**config.mk**
```make
export PLATFORM = sky130hd
export DESIGN_NAME = fp_stream_cvt
export DESIGN_NICKNAME = d
export VERILOG_FILES = /design/src/rtl/fp_stream_cvt.sv
export SDC_FILE = /design/constraint.sdc
export NUM_CORES = 1
export LEC_CHECK = 0
export ABC_AREA = 1
export CAP_MARGIN = 15
export CELL_PAD_IN_SITES_DETAIL_PLACEMENT = 1
export CELL_PAD_IN_SITES_GLOBAL_PLACEMENT = 1
export CORE_ASPECT_RATIO = 1.4
export CORE_MARGIN = 3
export CORE_UTILIZATION = 40
export DETAILED_ROUTE_END_ITERATION = 7
export DONT_BUFFER_PORTS = 1
export PLACE_DENSITY_LB_ADDON = 0.1
export SETUP_SLACK_MARGIN = 0.02
export SYNTH_ARGS = -nofsm -noshare
export SYNTH_HDL_FRONTEND = slang
export SYNTH_SLANG_ARGS = --single-unit
export TNS_END_PERCENT = 5
```
**constraint.sdc**
```tcl
create_clock -name clk -period 1.85 [get_ports clk]
set_input_delay 0.2775 -clock clk [delete_from_list [all_inputs] [get_ports clk]]
set_output_delay 0.2775 -clock clk [all_outputs]
set_load 0.005 [all_outputs]
```
**src/rtl/fp_stream_cvt.sv**
```systemverilog
// Streaming two's-complement to small floating-point converter.
// Normalises by serial left shifts, then rounds with a selectable mode.
module fp_stream_cvt #(
    parameter int unsigned EW = 3,
    parameter int unsigned FW = 5,
    parameter int unsigned DW = 13
) (
    input  logic          clk,
    input  logic          rst,
    input  logic          in_valid,
    output logic          in_ready,
    input  logic [DW-1:0] in_d,
    input  logic [1:0]    in_mode,
    output logic          out_valid,
    input  logic          out_ready,
    output logic          out_s,
    output logic [EW-1:0] out_e,
    output logic [FW-1:0] out_f,
    output logic          out_sat
);

    localparam int unsigned MW = DW - 1;
    localparam logic [EW-1:0] E_MAX = '1;

    generate
        if (DW != FW + (1 << EW)) begin : g_bad_width
            $error("fp_stream_cvt: DW must equal FW + 2**EW");
        end
    endgenerate

    typedef enum logic [1:0] {IDLE, NORM, ROUND, DONE} state_t;

    state_t state, state_n;

    logic [MW-1:0] m_q;
    logic [EW-1:0] e_q;
    logic          sign_q;
    logic [1:0]    mode_q;
    logic          sat_q;

    // State register
    always_ff @(posedge clk) begin
        if (rst) state <= IDLE;
        else     state <= state_n;
    end

    // Next-state logic
    always_comb begin
        state_n = state;
        unique case (state)
            IDLE:    if (in_valid) state_n = NORM;
            NORM:    if (e_q == '0 || m_q[MW-1]) state_n = ROUND;
            ROUND:   state_n = DONE;
            DONE:    if (out_ready) state_n = IDLE;
            default: state_n = IDLE;
        endcase
    end

    // Handshake outputs decoded from the state register
    always_comb begin
        in_ready  = 1'b0;
        out_valid = 1'b0;
        if (state == IDLE) in_ready  = 1'b1;
        if (state == DONE) out_valid = 1'b1;
    end

    // Magnitude of the incoming operand; the most-negative value clamps
    logic [DW-1:0] neg_d;
    logic [MW-1:0] mag;
    logic          is_min;
    always_comb begin
        neg_d  = DW'(0) - in_d;
        is_min = (in_d == {1'b1, {MW{1'b0}}});
        mag    = in_d[DW-1] ? neg_d[MW-1:0] : in_d[MW-1:0];
        if (is_min) mag = '1;
    end

    // Rounding of the normalised significand
    logic [FW-1:0] f_raw;
    logic          r_bit;
    logic          t_bit;
    logic          inc;
    logic [FW:0]   f_sum;
    logic [FW-1:0] f_res;
    logic [EW-1:0] e_res;
    logic          sat_res;
    always_comb begin
        f_raw   = m_q[MW-1 -: FW];
        r_bit   = (e_q != '0) && m_q[MW-1-FW];
        t_bit   = (e_q != '0) && (|m_q[MW-2-FW:0]);
        inc     = ((mode_q == 2'd1) && r_bit) ||
                  ((mode_q == 2'd2) && r_bit && (t_bit || f_raw[0]));
        f_sum   = (FW+1)'(f_raw) + (FW+1)'(inc);
        f_res   = f_sum[FW-1:0];
        e_res   = e_q;
        sat_res = sat_q;
        if (f_sum[FW]) begin
            if (e_q != E_MAX) begin
                f_res = {1'b1, {(FW-1){1'b0}}};
                e_res = e_q + EW'(1);
            end else begin
                f_res   = '1;
                e_res   = E_MAX;
                sat_res = 1'b1;
            end
        end
    end

    // Operand capture, serial normalisation and result registers
    always_ff @(posedge clk) begin
        if (rst) begin
            m_q     <= '0;
            e_q     <= '0;
            sign_q  <= 1'b0;
            mode_q  <= 2'd0;
            sat_q   <= 1'b0;
            out_s   <= 1'b0;
            out_e   <= '0;
            out_f   <= '0;
            out_sat <= 1'b0;
        end else begin
            unique case (state)
                IDLE: begin
                    if (in_valid) begin
                        m_q    <= mag;
                        e_q    <= E_MAX;
                        sign_q <= in_d[DW-1];
                        mode_q <= in_mode;
                        sat_q  <= is_min;
                    end
                end
                NORM: begin
                    if (e_q != '0 && !m_q[MW-1]) begin
                        m_q <= {m_q[MW-2:0], 1'b0};
                        e_q <= e_q - EW'(1);
                    end
                end
                ROUND: begin
                    out_s   <= sign_q;
                    out_e   <= e_res;
                    out_f   <= f_res;
                    out_sat <= sat_res;
                end
                default: ;
            endcase
        end
    end

endmodule

```
---- Word level (Yosys, flattened, before mapping) ----
Index checks and enable logic that the tools add are counted.
operators by class
  multiplexer cells ....................... 20
  equality and inequality tests ........... 11
  reductions and logical operators ........ 18
  $add $sub $neg .......................... 4
operator list
  operator                                            count
  two-way mux 12 bit                                  4
  one-hot mux 12 bit (2 select lines)                 1
  == test 13 bit (second input constant)              1
  two-way mux 3 bit                                   4
  subtractor 1 x 12 -> 12 bit (first input constant)  1
  != test 2 bit (second input constant)               4
  one-hot mux 2 bit (4 select lines)                  1
  adder 5 x 1 -> 6 bit                                1
  == test 2 bit (second input constant)               3
  logical AND 1 bit                                   6
  two-way mux 2 bit                                   3
  one-hot mux 3 bit (2 select lines)                  1
  AND reduction 3 bit                                 2
  OR reduction 6 bit                                  1
  two-way mux 5 bit                                   1
  == test 2 x 1 -> 1 bit (second input constant)      2
  two-way mux 1 bit                                   4
  two-way mux 4 bit                                   1
  adder 3 x 1 -> 3 bit (second input constant)        1
  logical NOT 3 bit                                   1
  logical OR 1 bit                                    3
  != test 3 bit (second input constant)               1
  nonzero test 3 bit                                  1
  subtractor 3 x 1 -> 3 bit (second input constant)   1
  other kinds (4)                                     4
storage, ports and cells
  word-level logic and storage cells ...... 63
  output and inout bits ................... 12
  input port bits ......................... 19
  flip-flop bits (word level) ............. 31

---- Logic depth before layout (Yosys ltp) ----
Gate-level depths: netlist of run 1.
  depth after elaboration ................. 7
  gate-level depth with buffers ........... 12
  mapped depth without buffers ............ 12

---- Least setup slack after synthesis of run 1 ----
Ideal clock, no wire load.
  kind .................................... reg2reg
  start ................................... reg e_q[0]
  end ..................................... reg out_f[0]
  buffers on the path ..................... 0
  slack ................................... -0.052 ns
  library setup time ...................... 0.070 ns
  data required time ...................... 1.780 ns
  stages on the path, launching flop included .. 13
  period minus slack after synthesis ...... 1.902 ns
  data arrival time ....................... 1.832 ns
  path through ............................ dfxtp_1 inv_1 ha_1 nand2_1 o21ai_0 nor3_1 ha_1 nand3_2 nor3_4 nand3_1 nand2_2 inv_1 a21oi_1
between the ends
  longest elaborated chain between the ends .. 7
  elaborated cells on any way between the ends .. 12
  those cells by class .................... 1 x add/sub; 1 x eq/ne; 2 x mux; 8 x reduce/logical
RTL lines
  item                                                          RTL line  RTL
  start: declaration                                            36        logic [EW-1:0] e_q;
  start signal: assignment                                      135       e_q <= e_q - EW'(1);
  nonzero test 3 bit                                            89, 90
  logical AND 1 bit (on tied branches)                          89, 90
  logical AND 1 bit / logical OR 1 bit (equally long branches)  92        ((mode_q == 2'd2) && r_bit && (t_bit || f_raw[0]));
  logical AND 1 bit                                             92
  logical OR 1 bit                                              91        inc = ((mode_q == 2'd1) && r_bit) ||
  adder 5 x 1 -> 6 bit                                          93        f_sum = (FW+1)'(f_raw) + (FW+1)'(inc);
  two-way mux 5 bit (*)                                         97        if (f_sum[FW]) begin
  end signal: assignment                                        141       out_f <= f_res;
  end: declaration                                              18        output logic [FW-1:0] out_f,
Mark *: on every way between the ends. The rest lies on a longest branch, timed or not.
A chain may end at the register's enable or synchronous reset.

---- Final worst setup path of run 1 ----
  start ................................... reg e_q[0]
  end ..................................... reg out_e[1]
between the ends
  longest elaborated chain between the ends .. 7
  elaborated cells on any way between the ends .. 13
  those cells by class .................... 2 x add/sub; 1 x eq/ne; 2 x mux; 8 x reduce/logical
RTL lines
  item                                                          RTL line  RTL
  nonzero test 3 bit                                            89, 90
  logical AND 1 bit (on tied branches)                          89, 90
  logical AND 1 bit / logical OR 1 bit (equally long branches)  92
  logical AND 1 bit                                             92
  logical OR 1 bit                                              91
  adder 5 x 1 -> 6 bit                                          93
  two-way mux 3 bit (*)                                         97
  end signal: assignment                                        140       out_e <= e_res;
  end: declaration                                              17        output logic [EW-1:0] out_e,
Marked as above.

==> results by group, run 1 <==
Synthesis
  – Yosys cell types: 31
  – Yosys warning total: 0
  – Async SR Flop Fraction: 0%
  – Most used DFF post-synth: dfxtp_1
  – Synthesized instance count: 278
  – Avg Synthesized Cell Area: 6.73 um2
  – Net Count, Synth: 307
  – Post-Synthesis Cell Area: 1870 um2
  – Post-synth EDFFs: 0
  – #FFs+latches synth: 31
  – Post-synthesis sequential area ratio: 33.2%

Power and ir drop
  – Sequential power share: 33.8%
  – Pwr/cell area: 1560 nW/um2
  – Sw Share: 42.7%
  – Power Internal: 2.02 mW
  – Max VDD drop: 512 uV
  – Static Leak: 1.01 nW
  – Logic pwr share: 51.8%
  – Switching power: 1.51 mW
  – Clock share of power: 14.4%

Clock network
  – CTS HTree Levels: 2
  – TritonCTS buffer count: 5
  – CTS tree: yes
  – Clock sink total: 31
  – Worst skew pair latency: 0.28 ns
  – # hold bufs at CTS: 0
  – CTS max path bufs: 2
  – Clock root buffer: clkbuf_8
  – Clk slew on worst S/H paths: 0.06 ns

Worst setup path
  – Crit path DAT: 2.24 ns
  – Crit-path max cell delay: 0.33 ns
  – CP max FO: 5
  – CP Launch Type: register
  – Max stage delay cell, worst path: dfxtp_2
  – CP Class: reg2reg
  – Buf/Inv on CP: 3
  – Critical path endpoint category: register
  – CP top delay family: simple AND/OR/NAND/NOR gates
  – CP Cell Sequence: inv_2 > ha_2 > nand2_2 > o21ai_2 > nor3_2 > ha_2 > nand3_4 > nor3_4 > buf_4 > nand2_1 > o21ai_0 > o21ai_0 > inv_1
  – Worst path required time: 2.08 ns

Timing
  – Slew Viols, Final: 0
  – Final Skew: 0.00199 ns
  – WHS: 0.0504 ns
  – Setup_tns: -0.723 ns
  – Endpoints failing setup: 8
  – Crit path time final: 2.01 ns
  – Worst slew margin: 69.0%
  – RSZ-0062 raised after global routing: true
  – Worst setup slack after layout: -0.160 ns
  – F_max: 498 MHz
  – Worst-margin pin slew: 0.464 ns
  – Final Hold Violating Endpoints: 0
  – Period utilization: 109%

Drt
  – Routed wire length: 5220 um
  – DRT Pass-1 Iters: 4
  – Residual DRC: 0
  – DRT iter0 DRCs: 48
  – Drt via density: 5.11
  – DR vias: 1856
  – Final ANT Viol Nets: 0
  – DR WL/cell: 14.4 um

Layout
  – Final Util: 51.7%
  – ANT cells: 0
  – Synth-to-layout area growth: 21.1%
  – Post-route insts no fill: 363
  – Filler cells: 590
  – Share of cells above drive strength 1: 23.1%
  – # nets final: 331

Global route
  – Largest net degree at the start of global routing: 24
  – Total track usage: 20.4%
  – Initial antenna violation count: 0
  – Vias in the first global route: 1988
  – Global route overflow: 0
  – First-pass GRT wire length: 8810 um

Placement
  – Post-DP HPWL: 4020 um
  – Post-placement cell count: 352
  – IO Port Bufs: 0
  – GPL Wtd Cong: 0.725

Floorplan
  – FP Rows: 28
  – Die Wd: 63.8 um
  – Starting Density: 42.7%
  – Core Region: 4380 um2
  – Ports: 31
  – Die H: 86.9 um
  – Die area: 5550 um2

Min path
  – Hold WC Path Type: in2reg

Status
  – Violated checks: negative setup slack
  – Outcome: finished, violations left

Job
  – Max_cap viols: 0
-- worst paths after layout --
check         start  endpoint  slack [ns]  depth (start not counted)
max reg2reg  e_q[0]  out_e[1]       -0.16                         13
min reg2reg  m_q[6]    m_q[6]        0.46                          2
max          e_q[0]  out_e[1]       -0.16                         13
min             rst    m_q[3]        0.05                          1
-- stage by stage --
stage                     setup slack [ns]  power [mW]  instance area [um2]
final                               -0.160        3.53                 2270
after global routing                -0.369        3.89                 2270
after CTS                          -0.0608        3.47                 2190
after detailed placement            -0.148        2.92                 2090
after global placement              -0.111        2.88                 2090
after floorplan                    0.00902        2.29                 1880
-- routing by layer --
layer  vias to the layer above  track usage [%]  wire [um]
li1                        951                -          -
met4                         0             8.84         97
met5                         -                0          0
met3                         7             4.26        190
met1                       861             20.5       2050
met2                        37             39.4       2880
-- layout by cell type (no fill, tap or decap), types with 3 or more instances in the layout --
cell type,count
a21oi_1,24
a21oi_2,7
buf_4,23
clkbuf_8,5
clkinv_2,3
dfxtp_1,25
dfxtp_2,6
ha_1,7
inv_1,32
inv_2,4
nand2_1,57
nand3_1,13
nor2_1,31
o21ai_0,26
xor2_1,4
-- Yosys cell counts, types with 3 or more instances --
master,instances,share of area (%)
inv_1,36,7.2
xor2_1,4,1.9
nand3_1,14,3.7
ha_1,10,6.7
a21oi_2,5,2.3
nor2_1,32,6.4
or2_2,3,1.0
dfxtp_1,31,33
nand2_1,58,12
o21ai_0,28,7.5
a21oi_1,26,7.0
clkbuf_1,4,0.80
nor3_1,4,1.1
-- worst reg2reg max path: stages, from the launching register on --
cell     delay (ns)
dfxtp_2        0.33
inv_2          0.04
ha_2           0.17
nand2_2        0.08
o21ai_2        0.06
nor3_2         0.16
ha_2           0.24
nand3_4        0.10
nor3_4         0.28
buf_4          0.16
nand2_1        0.04
o21ai_0        0.10
o21ai_0        0.15
inv_1          0.07
-- cells by family (layout without fill, tap and decap cells) --
family,count (synthesis),count (layout),share of synthesized area [%]
AOI/OAI and AO/OA,68,68,20.2
and+or+nand+nor,118,118,27.4
DFF,31,31,33.2
buffers and inverters,45,70,9.76
adders and majority gates,10,10,6.68
xor gates and xnor gates,6,6,2.81
-- power by group through the flow --
stage	Combinational, mW	Clock, mW	Sequential [mW]
after floorplan	1.17	0	1.13
after global routing	2.10	0.556	1.23
final	1.83	0.510	1.19
after CTS	1.79	0.517	1.16
after detailed placement	1.76	0	1.17
after global placement	1.73	0	1.16
-- state kept, by name (all words and copies together), names as in the netlist --
name and count:
m_q 12, out_f 5, e_q 3, out_e 3, mode_q 2, state 2
out_s 1, out_sat 1, sat_q 1, sign_q 1
-- repair_timing --
item / CTS / global route
gates cloned: 0 / 0
pin swaps: 2 / 11
setup endpoints to repair: 9 / 9
gates resized for setup: 7 / 17
setup buffers: 0 / 3
-- area by class of cell --
class / count / area [um2] / area share, %
Multi-Input combinational cell: 202 / 1130 / 50.0
Sequential cell: 31 / 628 / 27.7
Timing Repair Buffer: 25 / 204 / 9.00
Inverter: 37 / 141 / 6.24
Tap cell: 60 / 75.1 / 3.31
Clock buffer: 5 / 68.8 / 3.04
Clock inverter: 3 / 15.0 / 0.663
Power figures use the tool's default switching activity.
==> run 2, diff against run 1 <==
Settings changed: PLACE_DENSITY set to 0.83, PLACE_DENSITY_LB_ADDON 0.1 to unset.
==> results by group, run 2 (synthesis gave the netlist of run 1 again) <==
Status
  – Outcome: finished, violations left (unchanged)
  – Violated checks: negative setup slack (unchanged)

Placement
  – GPL Wtd Cong: 0.788 (was 0.725)
  – Post-DP Area: 2090 um2 (unchanged)
  – Post-DP HPWL: 4060 um (was 4020 um)
  – IO Port Bufs: 0 (unchanged)

Power and ir drop
  – Power Internal: 2.08 mW (was 2.02 mW)
  – Pwr/cell area: 1620 nW/um2 (was 1560 nW/um2)
  – Clock share of power: 14.0% (was 14.4%)
  – Static Leak: 1.01 nW (about the same)
  – Sequential power share: 32.6% (was 33.8%)
  – Switching power: 1.63 mW (was 1.51 mW)
  – Total power: 3.71 mW (was 3.53 mW)
  – Max VDD drop: 586 uV (was 512 uV)
  – Sw Share: 43.9% (was 42.7%)
  – Logic pwr share: 53.4% (was 51.8%)

Worst setup path
  – Worst path required time: 2.03 ns (was 2.08 ns)
  – Crit path DAT: 2.28 ns (was 2.24 ns)
  – CP Class: reg2reg (unchanged)
  – CP Launch Type: register (unchanged)
  – CP max FO: 6 (was 5)
  – Critical path endpoint category: register (unchanged)

Timing
  – Worst-margin pin slew: 0.476 ns (was 0.464 ns)
  – Worst slew margin: 68.3% (was 69.0%)
  – Slew Viols, Final: 0 (unchanged)
  – Crit path time final: 2.10 ns (was 2.01 ns)
  – F_max: 477 MHz (was 498 MHz)
  – WHS: 0.0418 ns (was 0.0504 ns)
  – RSZ-0062 raised after global routing: true (unchanged)
  – Setup_tns: -1.58 ns (was -0.723 ns)
  – Endpoints failing setup: 9 (was 8)
  – Final Skew: 0.00685 ns (was 0.00199 ns)
  – Final Hold Violating Endpoints: 0 (unchanged)
  – Period utilization: 113% (was 109%)
  – Worst setup slack after layout: -0.246 ns (was -0.160 ns)

Clock network
  – Clock sink total: 31 (unchanged)
  – Clk slew on worst S/H paths: 0.07 ns (was 0.06 ns)
  – # hold bufs at CTS: 0 (unchanged)
  – CTS max path bufs: 2 (unchanged)
  – CTS tree: yes (unchanged)
  – Worst skew pair latency: 0.30 ns (was 0.28 ns)
  – CTS HTree Levels: 2 (unchanged)
  – TritonCTS buffer count: 5 (unchanged)
  – Clock root buffer: clkbuf_8 (unchanged)

Global route
  – First-pass GRT wire length: 9440 um (was 8810 um)
  – Initial antenna violation count: 0 (unchanged)
  – Global route overflow: 0 (unchanged)
  – Vias in the first global route: 1995 (was 1988)
  – Largest net degree at the start of global routing: 19 (was 24)
  – Total track usage: 22.0% (was 20.4%)

Layout
  – # nets final: 333 (was 331)
  – Max reg flops: 12 (unchanged)
  – Synth-to-layout area growth: 22.7% (was 21.1%)
  – Biggest regs: m_q x12, out_f x5 (unchanged)
  – Top reg by flops: m_q (unchanged)
  – ANT cells: 0 (unchanged)
  – Share of cells above drive strength 1: 24.6% (was 23.1%)
  – Most frequent cells in the layout: 57 x nand2_1, 31 x nor2_1, 30 x inv_1 (was 57 x nand2_1, 32 x inv_1, 31 x nor2_1)
  – Commonest non-fill, non-tap cell in the layout: nand2_1 (unchanged)
  – Design Area, Final: 2300 um2 (was 2270 um2)

Drt
  – DR WL/cell: 15.7 um (was 14.4 um)
  – Drt via density: 5.18 (was 5.11)
  – DR vias: 1892 (was 1856)
  – Routed wire length: 5730 um (was 5220 um)
  – Residual DRC: 0 (unchanged)
  – DRT iter0 DRCs: 82 (was 48)
  – Final ANT Viol Nets: 0 (unchanged)
  – DRT Pass-1 Iters: 4 (unchanged)

Min path
  – Hold WC Path Type: in2reg (unchanged)

Floorplan
  – FP Rows: 28 (unchanged)
  – Ports: 31 (unchanged)
  – Starting Density: 42.7% (unchanged)
  – Die H: 86.9 um (unchanged)
  – Die area: 5550 um2 (unchanged)
  – Core Region: 4380 um2 (unchanged)
  – Die Wd: 63.8 um (unchanged)

Job
  – Max_cap viols: 0 (unchanged)
## run 2: cell types whose count changed in the layout (fill, tap and decap cells not counted), sizes merged
cell and delta:
clkinv -2, clkbuf +2, buf +2
## run 2: worst paths after layout
path                            slack [ns]  startpoint  cells after the start  endpoint
worst max-delay path                 -0.25      m_q[3]                     11  out_e[0]
worst min-delay path                  0.04         rst                      1    m_q[5]
worst max register to register       -0.25      m_q[3]                     11  out_e[0]
worst min register to register        0.46      m_q[6]                      2    m_q[6]
## run 2: cell type report
cell class	count	area, um2
inverter	37	141
timing repair buffer	27	219
fill	579	2080
tap	60	75.1
multi-input combinational	202	1150
clock buffer	7	76.3
clock inverter	1	5.00
sequential	31	628
## run 2: per-stage QoR
stage / instances / worst slack, ns / utilization (%)
detailed placement: 352 / -0.219 / 47.7
floorplan: 278 / 0.00902 / -
global route: 365 / -0.389 / 52.4
finish: 365 / -0.246 / 52.4
CTS: 363 / -0.131 / 51.3
global placement: 352 / -0.0922 / 47.7
## run 2: critical path, stage by stage (launching register included)
cell	delay, ns
dfxtp_2	0.35
nor2_4	0.05
nand4_1	0.10
nor3_2	0.06
o21a_1	0.17
nor3_2	0.17
ha_2	0.24
nand3_4	0.10
nor3_4	0.31
xor2_1	0.15
o21ai_0	0.22
inv_1	0.06
## run 2: layer usage
layer	share of wire [%]	wire [um]	track usage, %
met1	39	2230	23.8
met2	55	3120	40.6
met3	4.1	233	4.52
met4	2.5	142	9.82
met5	0	0	0
## run 2: power groups by stage
| stage | logic (mW) | clock network (mW) | registers [mW] |
|---|---|---|---|
| after floorplan | 1.17 | 0 | 1.13 |
| after global placement | 1.70 | 0 | 1.16 |
| after detailed placement | 1.76 | 0 | 1.18 |
| after CTS | 1.90 | 0.525 | 1.19 |
| after global routing | 2.23 | 0.562 | 1.24 |
| final | 1.98 | 0.520 | 1.21 |
## run 2: repair_timing
action	in CTS	in global routing
gates resized for setup	16	16
setup endpoints to repair	9	16
setup buffers	3	2
pin swaps	12	9
==> run 3, diff against run 2 <==
Settings changed: PLACE_DENSITY 0.83 to 0.76.
==> results by group, run 3 (synthesis gave the netlist of run 1 again) <==
Layout
  – Biggest regs: m_q x12, out_f x5 (unchanged)
  – Most frequent cells in the layout: 57 x nand2_1, 33 x inv_1, 32 x nor2_1 (was 57 x nand2_1, 31 x nor2_1, 30 x inv_1)
  – Synth-to-layout area growth: 22.5% (was 22.7%)
  – Top reg by flops: m_q (unchanged)
  – Filler cells: 575 (was 579)
  – Commonest non-fill, non-tap cell in the layout: nand2_1 (unchanged)
  – ANT cells: 0 (unchanged)
  – FF/Latch Area: 628 um2 (unchanged)
  – Design Area, Final: 2290 um2 (was 2300 um2)
  – # nets final: 334 (was 333)
  – Share of cells above drive strength 1: 23.9% (was 24.6%)
  – Max reg flops: 12 (unchanged)
  – Multi-input logic area: 1140 um2 (was 1150 um2)

Placement
  – IO Port Bufs: 0 (unchanged)
  – GPL Wtd Cong: 0.744 (was 0.788)
  – Post-DP Area: 2100 um2 (was 2090 um2)
  – Post-DP HPWL: 4030 um (was 4060 um)

Timing
  – Worst setup slack after layout: -0.134 ns (was -0.246 ns)
  – Final Skew: 0.00725 ns (was 0.00685 ns)
  – F_max: 504 MHz (was 477 MHz)
  – Crit path time final: 1.98 ns (was 2.10 ns)
  – Worst slew margin: 70.8% (was 68.3%)
  – Setup_tns: -0.675 ns (was -1.58 ns)
  – Final Hold Violating Endpoints: 0 (unchanged)
  – Worst-margin pin slew: 0.438 ns (was 0.476 ns)
  – Slew Viols, Final: 0 (unchanged)
  – Period utilization: 107% (was 113%)
  – RSZ-0062 raised after global routing: true (unchanged)
  – Endpoints failing setup: 8 (was 9)

Clock network
  – CTS HTree Levels: 2 (unchanged)
  – Clk slew on worst S/H paths: 0.06 ns (was 0.07 ns)
  – Clock sink total: 31 (unchanged)
  – Worst skew pair latency: 0.29 ns (was 0.30 ns)
  – CTS max path bufs: 2 (unchanged)
  – CTS tree: yes (unchanged)
  – # hold bufs at CTS: 0 (unchanged)
  – Clock root buffer: clkbuf_8 (unchanged)
  – TritonCTS buffer count: 5 (unchanged)

Global route
  – First-pass GRT wire length: 8940 um (was 9440 um)
  – Largest net degree at the start of global routing: 23 (was 19)
  – Global route overflow: 0 (unchanged)
  – Vias in the first global route: 1969 (was 1995)
  – Total track usage: 20.7% (was 22.0%)
  – Initial antenna violation count: 0 (unchanged)

Worst setup path
  – Crit-path max cell delay: 0.34 ns (was 0.35 ns)
  – Max stage delay cell, worst path: dfxtp_2 (unchanged)
  – Critical path endpoint category: register (unchanged)
  – Worst path required time: 2.07 ns (was 2.03 ns)
  – CP Cell Sequence: inv_2 > ha_4 > nand2_2 > o21ai_2 > nor3_2 > ha_2 > nand3_2 > nor3_4 > nand3_2 > nand2_2 > inv_2 > a21oi_2 (was nor2_4 > nand4_1 > nor3_2 > o21a_1 > nor3_2 > ha_2 > nand3_4 > nor3_4 > xor2_1 > o21ai_0 > inv_1)
  – CP max FO: 6 (unchanged)
  – Crit path DAT: 2.20 ns (was 2.28 ns)
  – CP Launch Type: register (unchanged)
  – CP Class: reg2reg (unchanged)

Status
  – Violated checks: negative setup slack (unchanged)
  – Outcome: finished, violations left (unchanged)

Drt
  – DR WL/cell: 14.9 um (was 15.7 um)
  – DR vias: 1883 (was 1892)
  – DRT iter0 DRCs: 54 (was 82)
  – Drt via density: 5.16 (was 5.18)
  – Final ANT Viol Nets: 0 (unchanged)
  – Routed wire length: 5420 um (was 5730 um)
  – Residual DRC: 0 (unchanged)
  – DRT Pass-1 Iters: 4 (unchanged)

Floorplan
  – Die Wd: 63.8 um (unchanged)
  – Die area: 5550 um2 (unchanged)
  – Ports: 31 (unchanged)
  – Core Region: 4380 um2 (unchanged)
  – Starting Density: 42.7% (unchanged)
  – FP Rows: 28 (unchanged)
  – Die H: 86.9 um (unchanged)

Power and ir drop
  – Max VDD drop: 487 uV (was 586 uV)
  – Total power: 3.67 mW (was 3.71 mW)
  – Pwr/cell area: 1600 nW/um2 (was 1620 nW/um2)
  – Static Leak: 1.02 nW (was 1.01 nW)

Job
  – Max_cap viols: 0 (unchanged)

Min path
  – Hold WC Path Type: in2reg (unchanged)
[run 3: changes by cell type in the layout (fill, tap and decap cells not counted), moves of 2 or more]
cell / previous run / this run
a21oi_1: 20 / 22
clkbuf_1: 2 / 0
a21oi_2: 11 / 9
buf_4: 25 / 27
inv_1: 30 / 33
inv_2: 6 / 4
[run 3: where the power goes]
| group | internal, mW | switching (mW) | total [mW] |
|---|---|---|---|
| clock network | 0.291 | 0.238 | 0.529 |
| logic | 0.864 | 1.09 | 1.95 |
| registers | 0.962 | 0.227 | 1.19 |
| total | 2.12 | 1.55 | 3.67 |
[run 3: cell type report]
class / instances / area share, %
well taps: 60 / 3.27
multi-input cells: 202 / 49.8
clock inverters: 1 / 0.218
inverters: 37 / 6.06
repair buffers: 28 / 9.71
flip-flops and latches: 31 / 27.4
clock buffers: 6 / 3.60
[run 3: timing repair]
item / 4_1_cts / 5_1_grt
buffers inserted: 4 / 0
pin swaps: 10 / 3
hold endpoints to repair: 0 / 0
endpoints found under the setup margin: 9 / 14
resized for setup: 17 / 6
[run 3: critical path: cells and delay by family (launching register included)]
kind	cells	cell delay, ns
AND/OR/NAND/NOR	6	0.89
AO/OA/AOI/OAI	2	0.20
adder cells (fa/ha/maj)	2	0.37
buffers and inverters	2	0.13
flip-flops	1	0.34
[run 3: final timing paths]
path,start,to,slack (ns),depth (start not counted)
setup reg to reg,e_q[1],out_f[3],-0.13,12
setup / recovery,e_q[1],out_f[3],-0.13,12
hold / removal,rst,m_q[0],0.05,1
hold reg to reg,m_q[6],m_q[6],0.46,2
[run 3: routing by layer]
layer	share of wire [%]	track usage [%]	up-vias
met5	0	0	-
met4	2.1	9.43	0
met3	3.9	4.65	11
met2	53	39.0	41
met1	41	21.4	881
li1	-	-	950
[run 3: per-stage QoR]
stage / util (%) / hold WS, ns / setup WS, ns / cells
after floorplan: - / 0.441 / 0.00902 / 278
after global placement: 48.1 / 0.352 / -0.112 / 354
after detailed placement: 48.1 / 0.353 / -0.245 / 354
after CTS: 51.9 / 0.0401 / -0.0941 / 365
after global routing: 52.4 / 0.0394 / -0.291 / 365
final: 52.4 / 0.0499 / -0.134 / 365
